[src/rtl/trng_ro_ctrl.sv]
// rtl/trng_ro_ctrl.sv - ring-oscillator TRNG sequencer: warm-up, decimation, repetition-count test, word handshake
module trng_ro_ctrl #(
    parameter int WIDTH     = 32,
    parameter int WARMUP    = 256,
    parameter int DECIM     = 4,
    parameter int RCT_LIMIT = 32
) (
    input  logic             i_clk,
    input  logic             i_rst,
    input  logic             i_start,
    input  logic             i_stop,
    input  logic             i_rand_in,
    output logic             o_ro_rst,
    output logic             o_busy,
    output logic [WIDTH-1:0] o_word,
    output logic             o_valid,
    input  logic             i_ready,
    output logic             o_fail
);

    localparam int WW = $clog2(WARMUP + 1);
    localparam int DW = $clog2(DECIM + 1);
    localparam int BW = $clog2(WIDTH + 1);
    localparam int RW = $clog2(RCT_LIMIT + 1);

    localparam logic [WW-1:0] WARM_LAST = WW'(WARMUP - 1);
    localparam logic [DW-1:0] DEC_LAST  = DW'(DECIM - 1);
    localparam logic [BW-1:0] BIT_LAST  = BW'(WIDTH - 1);
    localparam logic [RW-1:0] RUN_LIMIT = RW'(RCT_LIMIT);
    localparam logic [RW-1:0] RUN_ONE   = RW'(1);

    localparam logic [2:0] S_IDLE    = 3'd0;
    localparam logic [2:0] S_WARMUP  = 3'd1;
    localparam logic [2:0] S_COLLECT = 3'd2;
    localparam logic [2:0] S_HOLD    = 3'd3;
    localparam logic [2:0] S_FAIL    = 3'd4;

    logic [2:0]       r_state;
    logic [WW-1:0]    r_warm_cnt;
    logic [DW-1:0]    r_dec_cnt;
    logic [BW-1:0]    r_bit_cnt;
    logic [RW-1:0]    r_run_cnt;
    logic             r_last;
    logic [WIDTH-1:0] r_sreg;

    logic          w_sample;
    logic [RW-1:0] w_run_next;
    logic          w_rct_trip;
    logic          w_word_done;

    // A run count of zero marks the first sample since the session started.
    always_comb begin
        w_sample    = (r_state == S_COLLECT) && !i_stop && (r_dec_cnt == DEC_LAST);
        w_run_next  = ((r_run_cnt == '0) || (i_rand_in != r_last)) ? RUN_ONE : (r_run_cnt + 1'b1);
        w_rct_trip  = w_sample && (w_run_next == RUN_LIMIT);
        w_word_done = w_sample && (r_bit_cnt == BIT_LAST);
    end

    always_ff @(posedge i_clk) begin
        if (i_rst) begin
            r_state    <= S_IDLE;
            r_warm_cnt <= '0;
            r_dec_cnt  <= '0;
            r_bit_cnt  <= '0;
            r_run_cnt  <= '0;
            r_last     <= 1'b0;
            r_sreg     <= '0;
        end else begin
            case (r_state)
                S_IDLE: begin
                    r_warm_cnt <= '0;
                    r_dec_cnt  <= '0;
                    r_bit_cnt  <= '0;
                    r_run_cnt  <= '0;
                    if (i_start) begin
                        r_state <= S_WARMUP;
                    end
                end
                S_WARMUP: begin
                    if (i_stop) begin
                        r_state <= S_IDLE;
                    end else if (r_warm_cnt == WARM_LAST) begin
                        r_state   <= S_COLLECT;
                        r_dec_cnt <= '0;
                        r_bit_cnt <= '0;
                    end else begin
                        r_warm_cnt <= r_warm_cnt + 1'b1;
                    end
                end
                S_COLLECT: begin
                    if (i_stop) begin
                        r_state <= S_IDLE;
                    end else begin
                        r_dec_cnt <= (r_dec_cnt == DEC_LAST) ? '0 : (r_dec_cnt + 1'b1);
                        if (w_sample) begin
                            r_sreg    <= {r_sreg[WIDTH-2:0], i_rand_in};
                            r_bit_cnt <= r_bit_cnt + 1'b1;
                            r_run_cnt <= w_run_next;
                            r_last    <= i_rand_in;
                        end
                        // A tripped health test wins over a completed word.
                        if (w_rct_trip) begin
                            r_state <= S_FAIL;
                        end else if (w_word_done) begin
                            r_state   <= S_HOLD;
                            r_dec_cnt <= '0;
                        end
                    end
                end
                S_HOLD: begin
                    r_dec_cnt <= '0;
                    if (i_stop) begin
                        r_state <= S_IDLE;
                    end else if (i_ready) begin
                        r_state   <= S_COLLECT;
                        r_bit_cnt <= '0;
                    end
                end
                S_FAIL: begin
                    r_state <= S_FAIL;
                end
                default: begin
                    r_state <= S_IDLE;
                end
            endcase
        end
    end

    always_comb begin
        o_ro_rst = (r_state == S_IDLE) || (r_state == S_FAIL);
        o_busy   = (r_state == S_WARMUP) || (r_state == S_COLLECT) || (r_state == S_HOLD);
        o_valid  = (r_state == S_HOLD);
        o_fail   = (r_state == S_FAIL);
        o_word   = r_sreg;
    end

endmodule

[config.mk]
export PLATFORM = sky130hd
export DESIGN_NAME = trng_ro_ctrl
export DESIGN_NICKNAME = d
export VERILOG_FILES = /design/src/rtl/trng_ro_ctrl.sv
export SDC_FILE = /design/constraint.sdc
export NUM_CORES = 1
export LEC_CHECK = 0
export CAP_MARGIN = 20
export CORE_MARGIN = 1
export CORE_UTILIZATION = 48
export DETAILED_ROUTE_END_ITERATION = 8
export GPL_ROUTABILITY_DRIVEN = 0
export PLACE_DENSITY = 0.75
export RECOVER_POWER = 50
export SLEW_MARGIN = 5
export SYNTH_ARGS = -nofsm -noshare
export SYNTH_HDL_FRONTEND = slang
export SYNTH_SLANG_ARGS = --single-unit
[constraint.sdc]
create_clock -name i_clk -period 2 [get_ports i_clk]
set_clock_uncertainty 0.05 [all_clocks]
set_input_delay 0.6 -clock i_clk [delete_from_list [all_inputs] [get_ports i_clk]]
set_output_delay 0.6 -clock i_clk [all_outputs]
set_load 0.1 [all_outputs]
==> summary by stage, run 1 <==
Outcome
The run finished, with violations left. The final reports fail on negative setup slack.

Layout
The library cell used most frequently in the layout, excluding fill and tap cells, is sky130_fd_sc_hd__nand2_1. The number of diodes is 0. The area of all placed cells without fillers is 0.003496 mm2. The area growth from synthesis to layout is 31.67%. The number of nets in the final layout is 407. In the layout the commonest cells are sky130_fd_sc_hd__nand2_1, sky130_fd_sc_hd__dfxtp_1, sky130_fd_sc_hd__a21oi_1. Of the cells placed in the final design, the portion with a size suffix greater than 1 is 29.25%.

Setup path
Data on the critical path arrives at its endpoint at 2.25 ns. The total buffers and inverters traversed by the critical path is 0. In this run the critical register-to-register path is launched from r_warm_cnt[4]$_SDFFE_PP0P_. The depth of the worst register-to-register path is 9.

The setup check on the worst reg-to-reg path leaves a slack of -0.02 ns. The cell class contributing the biggest share of worst-path delay is simple AND/OR/NAND/NOR gates. STA classifies the critical path endpoint as a register.

The slowest stage of the critical path belongs to the cell sky130_fd_sc_hd__or4_1. The worst register-to-register path ends at r_bit_cnt[5]$_SDFFE_PP0P_. The worst endpoint required time is 2.23 ns. Among the stages of the critical path, the cell type that occurs most often is sky130_fd_sc_hd__and3_4. STA classifies the critical path startpoint as a register.

In this run the worst path has a maximum fanout of 3. On the worst path, the slowest cell contributes a delay of 0.40 ns. The critical path goes through and3_4 -> and3_4 -> and3_4 -> ha_4 -> mux2i_2 -> o21ai_2 -> nand3_2 -> or4_1 -> a21oi_1.

The type of the worst setup path is register to register.

Synthesis
The share of synthesized area in the top cell type comes to 44.49%. When the netlist entered floorplanning its net count stood at 345. The library cell with the largest summed area after synthesis is sky130_fd_sc_hd__dfxtp_1.

The proportion of synthesized chip area in sequential cells is 44.49%. After synthesis, the cell types taking the most area are sky130_fd_sc_hd__dfxtp_1, sky130_fd_sc_hd__nand2_1, sky130_fd_sc_hd__a21oi_1, sky130_fd_sc_hd__nor2_1, sky130_fd_sc_hd__xor2_1. The synthesized netlist occupies a cell area of 0.002655 mm2. For this run, the number of Yosys warnings is 0. The main flop type after synthesis is sky130_fd_sc_hd__dfxtp_1. In the synthesized netlist the async set-or-reset flop fraction comes to 0%. The number of unique standard cell types used by synthesis is 43. The number of enable flip-flop cells after synthesis is 0. Counting flops and latches in the post-synthesis netlist gives 59. The count of mapped cells out of synthesis is 333. Each instance of the synthesized netlist takes up on average 7.973 um2.

Power and ir drop
For this design the ratio of total power to cell area is 874.0 mW/mm2. The total power draw is 3.055 mW. The cell leakage power is 1.374 nW. The maximum resistive drop on vdd is 0.9720 mV.

Place
The number of buffers inserted by port buffering is 41. Detailed placement finished with a half-perimeter wire length of 4.344 mm. The placed instances occupy a cell area of 0.003695 mm2.

Floorplanning
In this run the standard cell core region covers 0.005205 mm2. After floorplanning, the core was divided into 26 placement rows. The starting utilization of the core area is 51.01%.

The number of placed I/O pins is 42. The die area is 0.005833 mm2. The die is 76.38 um tall. The die span in x is 76.38 um.

Routing
After detailed routing, the number of remaining DRC violations is 0. The average wire per cell in the routed design is 13.77 um. The detailed-router iteration count before antenna repair is 4. The routed via count is 2495. The first-iteration detailed-routing DRC count is 112.

The detailed-route vias per instance is 5.309. Once detail routing completed, the nets flagged for antenna violations numbered 0. The aggregate routed wire length is 6.473 mm.

Timing
Across all setup checks in the final design, the least slack found is -0.02191 ns. Subtracting the final worst setup slack from the clock period gives 2.022 ns. The relative slew slack is 62.66%. The count of final max-slew check failures is 0.

Setup repair after global routing could not meet its margin everywhere. For this run, the top clock speed supported by timing is 494.6 MHz. Dividing the final minimum period by the clock period gives 101.1%. Setup violations remaining at the end of the flow were counted as 3. The transition time at the pin with the least slew margin is 0.5625 ns. The number of endpoints with negative hold slack in the final report came to 0.

GRT
The number of global-route vias before repair is 2404. The initial antenna violation count is 0. For this run the aggregate overflow at the end of global routing stands at 0.

For this run, the total global-route usage over all layers was measured as 24.03%. The first global-routing pass estimated 11.00 mm of wire. The largest net degree at the start of global routing is 33.

Clock network
No sink is reached through more buffers than the 2 on the longest clock path. The cell sitting at the root of the clock tree is a sky130_fd_sc_hd__clkbuf_8. The CTS sink count is 59. The TritonCTS clock tree is yes.

The clock tree synthesis step divided the H-tree into 3 levels. The post-CTS clock slew at the launch and capture registers of the worst setup and hold paths is 0.07 ns. The CTS buffer count is 9. Clock latency on the worst-skew pair, taken at its later pin, is 0.35 ns.

Hold path
The path with the worst hold slack has its endpoint at o_word[3]$_SDFFE_PP0P_. The min-delay analysis places its worst path in the category register to register. The worst hold path begins at o_word[2]$_SDFFE_PP0P_.

Counting instances, the worst hold path has a depth of 2.

Job
Across the run, the number of max-cap violations was 0.
## synth_stat cells (3+ instances only)
cell type	number
sky130_fd_sc_hd__nand3_1	7
sky130_fd_sc_hd__o31ai_1	3
sky130_fd_sc_hd__inv_1	8
sky130_fd_sc_hd__clkbuf_1	16
sky130_fd_sc_hd__or4_1	3
sky130_fd_sc_hd__ha_1	6
sky130_fd_sc_hd__buf_4	3
sky130_fd_sc_hd__nor2_1	27
sky130_fd_sc_hd__and3_1	9
sky130_fd_sc_hd__o21ai_0	5
sky130_fd_sc_hd__a311oi_1	3
sky130_fd_sc_hd__nand4_1	7
sky130_fd_sc_hd__xor2_1	10
sky130_fd_sc_hd__nor3_1	7
sky130_fd_sc_hd__nand2_1	79
sky130_fd_sc_hd__a21oi_1	44
sky130_fd_sc_hd__mux2i_1	3
sky130_fd_sc_hd__a31oi_1	3
sky130_fd_sc_hd__dfxtp_1	59
sky130_fd_sc_hd__xnor2_1	3
## flip-flops by register name, indices dropped and copies added (netlist names)
signal and cells:
r_dec_cnt 3, r_run_cnt 6, r_state 3, o_word 32, r_warm_cnt 9, r_bit_cnt 6
## logic make-up after synthesis
family,Yosys count,share of synthesized area [%]
DFF,59,44.49
adders and majority gates,6,2.827
muxes,3,1.131
AOI/OAI and AO/OA,69,15.50
buffers and inverters,30,5.042
and+or+nand+nor,153,26.72
xor gates and xnor gates,13,4.288
## how the worst max path moves through the flow
stage,startpoint,to,slack (ns),depth (start not counted)
CTS,r_warm_cnt[4]$_SDFFE_PP0P_,r_bit_cnt[5]$_SDFFE_PP0P_,-0.03,9
finish,r_warm_cnt[4]$_SDFFE_PP0P_,r_bit_cnt[5]$_SDFFE_PP0P_,-0.02,9
floorplan,r_warm_cnt[3]$_SDFFE_PP0P_,r_bit_cnt[5]$_SDFFE_PP0P_,-0.06,9
detailed placement,i_stop,r_run_cnt[4]$_SDFFE_PP0P_,-0.36,6
global route,r_warm_cnt[3]$_SDFFE_PP0P_,r_warm_cnt[4]$_SDFFE_PP0P_,-0.12,10
global placement,i_stop,r_run_cnt[4]$_SDFFE_PP0P_,-0.31,6
## layout make-up
cell class                      instances  area [um2]
Clock buffer                            9       123.9
Timing Repair Buffer                   73       533.0
Multi-Input combinational cell        244        1429
Inverter                                8       30.03
Fill cell                             414        1709
Clock inverter                          7       92.59
Tap cell                               70       87.58
Sequential cell                        59        1200
## repair_timing
action	4_1_cts	5_1_grt
setup buffers	3	1
gates resized for setup	9	15
pin swaps	6	7
hold buffers	0	0
endpoints found under the setup margin	6	41
## metal layers
metal / GRT usage (%) / up-vias / wire length (um)
met5: 0 / - / 0
met4: 11.15 / 0 / 124
met3: 8.383 / 10 / 264
met2: 39.55 / 50 / 3282
met1: 27.90 / 1178 / 2802
li1: - / 1257 / -
## per-stage QoR
| step | util, % | worst slack (ns) | setup TNS, ns | hold WS (ns) | cells |
|---|---|---|---|---|---|
| 6_report | 67.16 | -0.02191 | -0.04726 | 0.4206 | 470 |
| 5_1_grt | 67.16 | -0.1169 | -0.9642 | 0.4398 | 470 |
| 4_1_cts | 76.08 | -0.03128 | -0.03234 | 0.4267 | 469 |
| 3_5_place_dp | 70.99 | -0.3585 | -12.49 | 0.4211 | 450 |
| 3_3_place_gp | 70.99 | -0.3083 | -10.90 | 0.4104 | 450 |
| 2_1_floorplan | - | -0.06178 | -0.2196 | 0.3895 | 333 |
## power breakdown
group          internal (mW)  switching (mW)  total [mW]
registers               1.20          0.0340        1.23
logic                  0.254           0.387       0.641
clock network          0.695           0.488        1.18
total                   2.15           0.909        3.06
## tightest hold or removal path: cells and delay by family, from the launching register on
kind,cells,cell delay (ns)
flip-flops,1,0.32
AND/OR/NAND/NOR,1,0.06
AO/OA/AOI/OAI,1,0.05
Power figures use the tool's default switching activity.
==> inputs of run 2 (changes only) <==
- CORE_UTILIZATION: 48 -> 53
- PLACE_DENSITY: 0.75 -> 0.79
- clock period: 2 -> 2.3 ns (I/O delays scaled with it)
==> run 2 against run 1 <==
The flow now finishes without violations. Via count is 2.8% lower. Count of clock-buffer cells in the layout is 1 higher. Combinational power is 26% lower. Global-route usage is 1.2 points lower. Non-clock buffer count is 9 lower. Critical path depth stayed put. Final cell count is 2.6% lower. Worst hold slack worse by 0.013 ns. Sequential share of layout area is 0.65 points higher. Final area is 3.2% lower. Largest power group is now the clock network. Highest routed layer unchanged.
==> summary by stage, run 2 (synthesis results as in run 1) <==
Routing
The number of nets with antenna violations after detailed routing is 0 (unchanged). The first-iteration detailed-routing DRC count is 145 (+29%). The routed via count is 2425 (-2.8%). The detailed-router iteration count before antenna repair came to 4 (unchanged). The count of unresolved DRC violations after routing is 0 (unchanged).

The aggregate routed wire length is 5.730 mm (-11%). The detailed-route vias per instance is 5.295 (-0.26%). The average wire per cell in the routed design is 12.51 um (-9.2%).

Layout
The number of flip-flops in the largest register was 32 (unchanged). The number of diodes is 0 (unchanged). The total area of multi-input combinational cells is 0.001380 mm2 (-3.4%). The number of nets in the final layout is 398 (-2.2%). The library cells used most frequently in the layout, excluding fill and tap cells, are sky130_fd_sc_hd__nand2_1, sky130_fd_sc_hd__dfxtp_1, sky130_fd_sc_hd__a21oi_1. The area occupied by registers was 0.001184 mm2 (-1.4%). Leaving out fill and tap cells, the most frequent cell in the layout is sky130_fd_sc_hd__nand2_1. The core occupancy in the finished layout is 70.72% (+3.6 points).

Relative to the synthesized area, the layout overhead comes to 27.47%. The share of cells above drive strength 1 was 22.76% (-6.5 points). The number of fill cells in the layout is 403 (-2.7%). The number of standard cells in the final layout excluding fillers was 458 (-2.6%).

GRT
The largest net degree at the start of global routing is 33 (unchanged). The initial antenna violation count is 0 (unchanged). The wire length of the first global-routing pass is 9.225 mm (-16%). The global router's overall resource usage is 22.78% (-1.2 points). The number of global-route vias before repair is 2121 (-12%). The remaining global-route overflow is 0 (unchanged).

Timing
The total negative setup slack is 0 ns (+0.04726 ns). The setup slack after layout is 0.1281 ns (+0.1500 ns). The number of endpoints failing setup at the final stage is 0 (-3). The count of final max-slew check failures is 0 (unchanged). The peak clock frequency supported by timing was 460.4 MHz (-6.9%). The ratio of final minimum period to clock period came to 94.43% (-6.7 points). The relative slew slack is 62.43% (-0.23 points).

The minimum clock period after layout came to 2.172 ns (+0.1500 ns). The transition time at the pin with the least slew margin is 0.5659 ns (+0.003393 ns). The number of endpoints with negative hold slack in the final report was 0 (unchanged).

Setup path
The destination of the worst register-to-register timing path is r_bit_cnt[5]$_SDFFE_PP0P_. The largest individual stage delay along the critical path comes from the cell sky130_fd_sc_hd__or4_1. Among cell families on the critical path, the largest total delay comes from simple AND/OR/NAND/NOR gates. The maximum fanout count along the critical path is 4 (+1). In this design, the critical path's most frequently occurring cell is sky130_fd_sc_hd__and3_4. STA classifies the critical path endpoint as a register. The origin of the critical flop-to-flop path is r_warm_cnt[4]$_SDFFE_PP0P_.

The arrival time at the worst endpoint is 2.39 ns (+0.14 ns). The depth of the worst register-to-register path is 9 (unchanged). The total buffers and inverters traversed by the critical path is 0 (unchanged).

The type of the worst setup path is register to register. The capture point of the critical path is r_bit_cnt[5]$_SDFFE_PP0P_. The worst setup path is launched from a register. In this run the worst setup path begins at r_warm_cnt[4]$_SDFFE_PP0P_. The minimum setup slack among reg-to-reg paths is 0.13 ns (+0.15 ns).

The total stage count of the critical path is 9 (unchanged). The signal on the critical path passes through and3_4 -> and3_4 -> and3_1 -> ha_4 -> mux2i_1 -> o21ai_2 -> nand3_1 -> or4_1 -> a21oi_1. The delay contributed by the slowest stage of the critical path is 0.47 ns (+0.07 ns). The worst endpoint required time is 2.52 ns (+0.29 ns).

Power and ir drop
The switching share of power is 27.46% (-2.3 points). The net switching component of the power is 747.2 uW (-18%). The proportion of power drawn by flip-flops and latches was 39.7% (-0.6 points).

The cell leakage power is 1.319 nW (-4.1%). The clock share of power is 42.8% (+4.1 points). The maximum resistive drop on vdd was 0.5516 mV (-43%).

The internal power component is 1.974 mW (-8.0%). The total power draw is 2.721 mW (-11%). The areal power density over the cells came to 804.0 mW/mm2 (-8.0%). The combinational group share of total power came to 17.5% (-3.5 points).

Floorplanning
The number of standard-cell rows in the floorplan is 25 (-3.8%). The die span in x is 72.78 um (-4.7%). The height of the die is 72.78 um (-4.7%). The die area came to 0.005296 mm2 (-9.2%). The starting utilization of the core area came to 55.48% (+4.5 points).

The core outline area is 0.004786 mm2 (-8.1%). The number of placed I/O pins is 42 (unchanged).

Outcome
The flow ran to the end, and the final reports show no timing, DRC or antenna violations.

Job
The max-capacitance violation count came to 0 (unchanged).

Place
The post-placement worst setup slack is -0.1788 ns (+0.1797 ns). The instance count after placement with tap cells included is 442 (-1.8%). The number of buffers inserted by port buffering came to 41 (unchanged). The final HPWL from detailed placement is 3.971 mm (-8.6%).

Clock network
The number of setup buffers added after CTS is 0 (-3). The depth of the CTS H-tree came to 3 (unchanged). The CTS buffer count is 9 (unchanged).

The TritonCTS clock tree is yes. The later-pin clock latency in the skew report came to 0.34 ns (about the same). The maximum root-to-sink buffer count was 2 (unchanged). The cell sitting at the root of the clock tree is a sky130_fd_sc_hd__clkbuf_8.

The CTS sink count was 59 (unchanged). The post-CTS clock slew at the launch and capture registers of the worst setup and hold paths is 0.07 ns (about the same). The quantity of hold-fixing buffers added after cts came to 0 (unchanged).

Hold path
The class of the worst hold path is register to register.
## run 2: tightest hold or removal path, stage by stage (launching register included)
cell,delay (ns)
sky130_fd_sc_hd__dfxtp_1,0.31
sky130_fd_sc_hd__nand2_1,0.05
sky130_fd_sc_hd__a21oi_1,0.05
## run 2: layout make-up
type	instances	share of cell area [%]
well taps	67	2.477
multi-input cells	244	40.78
repair buffers	64	13.49
clock inverters	6	3.327
clock buffers	10	4.067
flip-flops and latches	59	34.97
inverters	8	0.8872
## run 2: how the worst min path moves through the flow
stage	from	to	slack, ns	depth (start not counted)
2_1_floorplan	r_warm_cnt[1]$_SDFFE_PP0P_	r_warm_cnt[1]$_SDFFE_PP0P_	0.39	2
3_3_place_gp	o_word[31]$_SDFFE_PP0P_	o_word[31]$_SDFFE_PP0P_	0.39	2
3_5_place_dp	o_word[31]$_SDFFE_PP0P_	o_word[31]$_SDFFE_PP0P_	0.40	2
4_1_cts	o_word[31]$_SDFFE_PP0P_	o_word[31]$_SDFFE_PP0P_	0.42	2
5_1_grt	o_word[31]$_SDFFE_PP0P_	o_word[31]$_SDFFE_PP0P_	0.43	2
6_report	o_word[31]$_SDFFE_PP0P_	o_word[31]$_SDFFE_PP0P_	0.41	2
## run 2: stage by stage
step	area (um2)	hold WS, ns
2_1_floorplan	2670	0.3944
3_3_place_gp	3206	0.3946
3_5_place_dp	3206	0.4049
4_1_cts	3456	0.4151
5_1_grt	3385	0.4336
6_report	3385	0.4078
## run 2: repair_timing
item / 4_1_cts / 5_1_grt
gates resized for setup: 0 / 7
hold endpoints to repair: 0 / 0
endpoints found under the setup margin: 0 / 13
## run 2: routing by layer
| layer | wire length [um] | part of all wire [%] | up-vias | track usage [%] |
|---|---|---|---|---|
| met5 | 0 | 0 | - | 0 |
| met4 | 96 | 1.7 | 0 | 12.85 |
| met3 | 200 | 3.5 | 8 | 5.525 |
| met2 | 2835 | 49 | 33 | 37.38 |
| met1 | 2597 | 45 | 1136 | 27.34 |
| li1 | - | - | 1248 | - |
## run 2: power by group through the flow
stage | logic (mW) | clock network (mW) | registers, mW
after detailed placement | 0.475 | 0 | 1.10
after CTS | 0.477 | 1.18 | 1.08
after floorplan | 0.326 | 0 | 1.08
final | 0.476 | 1.16 | 1.08
after global routing | 0.512 | 1.24 | 1.08
after global placement | 0.472 | 0 | 1.10
==> inputs of run 3 (changes only) <==
- SETUP_SLACK_MARGIN: default -> 0.05
==> run 3 against run 2 <==
Critical path depth stayed put. Count of clock-buffer cells in the layout is 1 lower. Worst hold slack worse by 0.00067 ns. Combinational power is 1% higher. Die area stayed put. Largest power group is now registers.
==> summary by stage, run 3 (synthesis results as in run 1) <==
Outcome
The run finished with clean final reports.

Timing
The ratio of final minimum period to clock period was 93.35% (-1.1 points). The minimum clock period after layout was 2.147 ns (-0.02495 ns). The number of endpoints failing setup at the final stage is 0 (unchanged). The number of endpoints with negative hold slack in the final report is 0 (unchanged). The relative slew slack was 62.40% (about the same).

The count of final max-slew check failures came to 0 (unchanged). The peak clock frequency supported by timing is 465.8 MHz (+1.2%). Setup repair after global routing could not meet its margin everywhere. The transition time at the pin with the least slew margin was 0.5664 ns (+0.0004854 ns).

Setup path
The maximum fanout count along the critical path is 4 (unchanged). The arrival time at the worst endpoint is 2.36 ns (-0.03 ns). The origin of the critical flop-to-flop path is r_warm_cnt[5]$_SDFFE_PP0P_.

The type of the worst setup path is register to register. The startpoint class of the critical path is a register. The depth of the worst register-to-register path is 9 (unchanged).

The worst endpoint required time is 2.52 ns (about the same). STA classifies the critical path endpoint as a register. The minimum setup slack among reg-to-reg paths came to 0.15 ns (+0.02 ns). In this run the critical register-to-register path is captured at r_bit_cnt[5]$_SDFFE_PP0P_.

Floorplanning
The die span in x is 72.78 um (unchanged). The height of the die is 72.78 um (unchanged). The die area is 0.005296 mm2 (unchanged). The number of placed I/O pins came to 42 (unchanged).

The number of standard-cell rows in the floorplan is 25 (unchanged). The core outline area was 0.004786 mm2 (unchanged). The starting utilization of the core area is 55.48% (unchanged).

Job
The max-capacitance violation count came to 0 (unchanged).

Routing
The routed via count is 2393 (-1.3%). The first-iteration detailed-routing DRC count is 155 (+6.9%). The number of nets with antenna violations after detailed routing is 0 (unchanged). The average wire per cell in the routed design is 12.70 um (+1.5%). The detailed-route vias per instance is 5.283 (-0.23%). The aggregate routed wire length is 5.754 mm (+0.42%).

The count of unresolved DRC violations after routing came to 0 (unchanged). The detailed-router iteration count before antenna repair was 4 (unchanged).

GRT
The met1 global-route usage is 28.93% (+1.6 points). The largest net degree at the start of global routing came to 33 (unchanged). The wire length of the first global-routing pass came to 9.142 mm (-0.90%). The met3 track utilization from global routing came to 4.834% (-0.69 points). The remaining global-route overflow is 0 (unchanged). The met2 capacity usage during global routing is 36.55% (-0.83 points).

The number of global-route vias before repair came to 2016 (-5.0%). The layer with the highest usage after global routing is met2. The initial antenna violation count is 0 (unchanged). The global router's overall resource usage is 22.94% (+0.15 points).

Place
The final HPWL from detailed placement was 3.835 mm (-3.4%). The number of buffers inserted by port buffering is 41 (unchanged). The total cell area at the placement stage came to 0.003169 mm2 (-1.1%).

Power and ir drop
The cell leakage power is 1.262 nW (-4.3%). The maximum resistive drop on vdd is 0.4878 mV (-12%). The areal power density over the cells came to 753.6 mW/mm2 (-6.3%). The total power draw came to 2.482 mW (-8.8%).

Layout
The number of nets in the final layout came to 393 (-1.3%). The share of cells above drive strength 1 was 23.32% (+0.55 points). Relative to the synthesized area, the layout overhead comes to 24.03%. The area of all placed cells without fillers is 0.003293 mm2 (-2.7%). In the layout the commonest cells are sky130_fd_sc_hd__nand2_1, sky130_fd_sc_hd__dfxtp_1, sky130_fd_sc_hd__a21oi_1. The number of flip-flops in the largest register is 32 (unchanged). Leaving out fill and tap cells, the most frequent cell in the layout is sky130_fd_sc_hd__nand2_1. The number of diodes is 0 (unchanged). The number of fill cells in the layout is 424 (+5.2%).

Clock network
The CTS sink count came to 59 (unchanged). The post-CTS clock slew at the launch and capture registers of the worst setup and hold paths is 0.07 ns (about the same). The later-pin clock latency in the skew report is 0.34 ns (about the same). TritonCTS built the clock tree.

The maximum root-to-sink buffer count is 2 (unchanged). The depth of the CTS H-tree was 3 (unchanged). The cell at the root of the clock tree is sky130_fd_sc_hd__clkbuf_8.

The quantity of hold-fixing buffers added after cts is 0 (unchanged). The CTS buffer count is 9 (unchanged).

Hold path
The worst hold path cell count is 2 (unchanged). The worst hold path begins at o_word[31]$_SDFFE_PP0P_. The destination of the worst hold path is o_word[31]$_SDFFE_PP0P_. The class of the worst hold path is register to register.
-- run 3: cell types whose count changed in the layout (fill, tap and decap cells not counted), sizes merged --
cell / before / now
buf: 26 / 22
bufinv: 3 / 1
clkbuf: 43 / 42
clkinv: 3 / 4
clkinvlp: 0 / 2
dlygate4sd3: 1 / 0
-- run 3: area by class of cell --
cell class	count	area, um2	area share [%]
clock buffer	9	123.9	3.761
clock inverter	7	68.82	2.090
inverter	8	30.03	0.9119
multi-input combinational	244	1385	42.06
sequential	59	1187	36.06
tap	67	83.83	2.546
timing repair buffer	59	414.1	12.58
-- run 3: timing repair --
item,CTS,global route
buffers inserted,1,0
setup endpoints to repair,4,10
pin swaps,1,1
cloned,0,0
gates resized for setup,3,8
-- run 3: stage by stage --
stage	worst slack (ns)	std cells	util [%]	hold WS, ns	setup TNS, ns
6_report	0.1531	453	68.81	0.4071	0
5_1_grt	0.01559	453	68.81	0.4264	0
4_1_cts	0.05113	453	70.51	0.4154	0
3_5_place_dp	-0.1764	436	66.22	0.4057	-0.7994
3_3_place_gp	-0.1206	436	66.22	0.3941	-0.5244
2_1_floorplan	-0.2783	333	-	0.3944	-0.5385
-- run 3: power breakdown --
group / internal (mW) / switching (mW)
combinational: 0.186 / 0.295
sequential: 1.04 / 0.0463
clock: 0.495 / 0.419
-- run 3: how the worst max path moves through the flow --
stage / startpoint / to / slack [ns] / depth (start not counted)
after floorplan: r_state[0]$_SDFFE_PP0P_ / o_fail / -0.28 / 2
after global placement: i_stop / r_run_cnt[4]$_SDFFE_PP0P_ / -0.12 / 6
after detailed placement: i_stop / r_run_cnt[3]$_SDFFE_PP0P_ / -0.18 / 6
after CTS: r_state[1]$_SDFFE_PP0P_ / o_busy / 0.05 / 3
after global routing: r_warm_cnt[4]$_SDFFE_PP0P_ / r_bit_cnt[5]$_SDFFE_PP0P_ / 0.02 / 9
final: r_warm_cnt[5]$_SDFFE_PP0P_ / r_bit_cnt[5]$_SDFFE_PP0P_ / 0.15 / 9
-- run 3: worst max-delay path: stages, from the launching register on --
cell	delay, ns
sky130_fd_sc_hd__dfxtp_1	0.34
sky130_fd_sc_hd__and3_1	0.21
sky130_fd_sc_hd__and3_4	0.21
sky130_fd_sc_hd__and3_4	0.19
sky130_fd_sc_hd__ha_4	0.14
sky130_fd_sc_hd__mux2i_1	0.08
sky130_fd_sc_hd__o21ai_2	0.15
sky130_fd_sc_hd__nand3_1	0.10
sky130_fd_sc_hd__or4_1	0.48
sky130_fd_sc_hd__a21oi_1	0.14
-- run 3: layer usage --
metal	up-vias	routed length (um)	part of all wire (%)
met5	-	0	0
li1	1232	-	-
met1	1113	2651	46
met2	41	2808	49
met3	7	206	3.6
met4	0	87	1.5
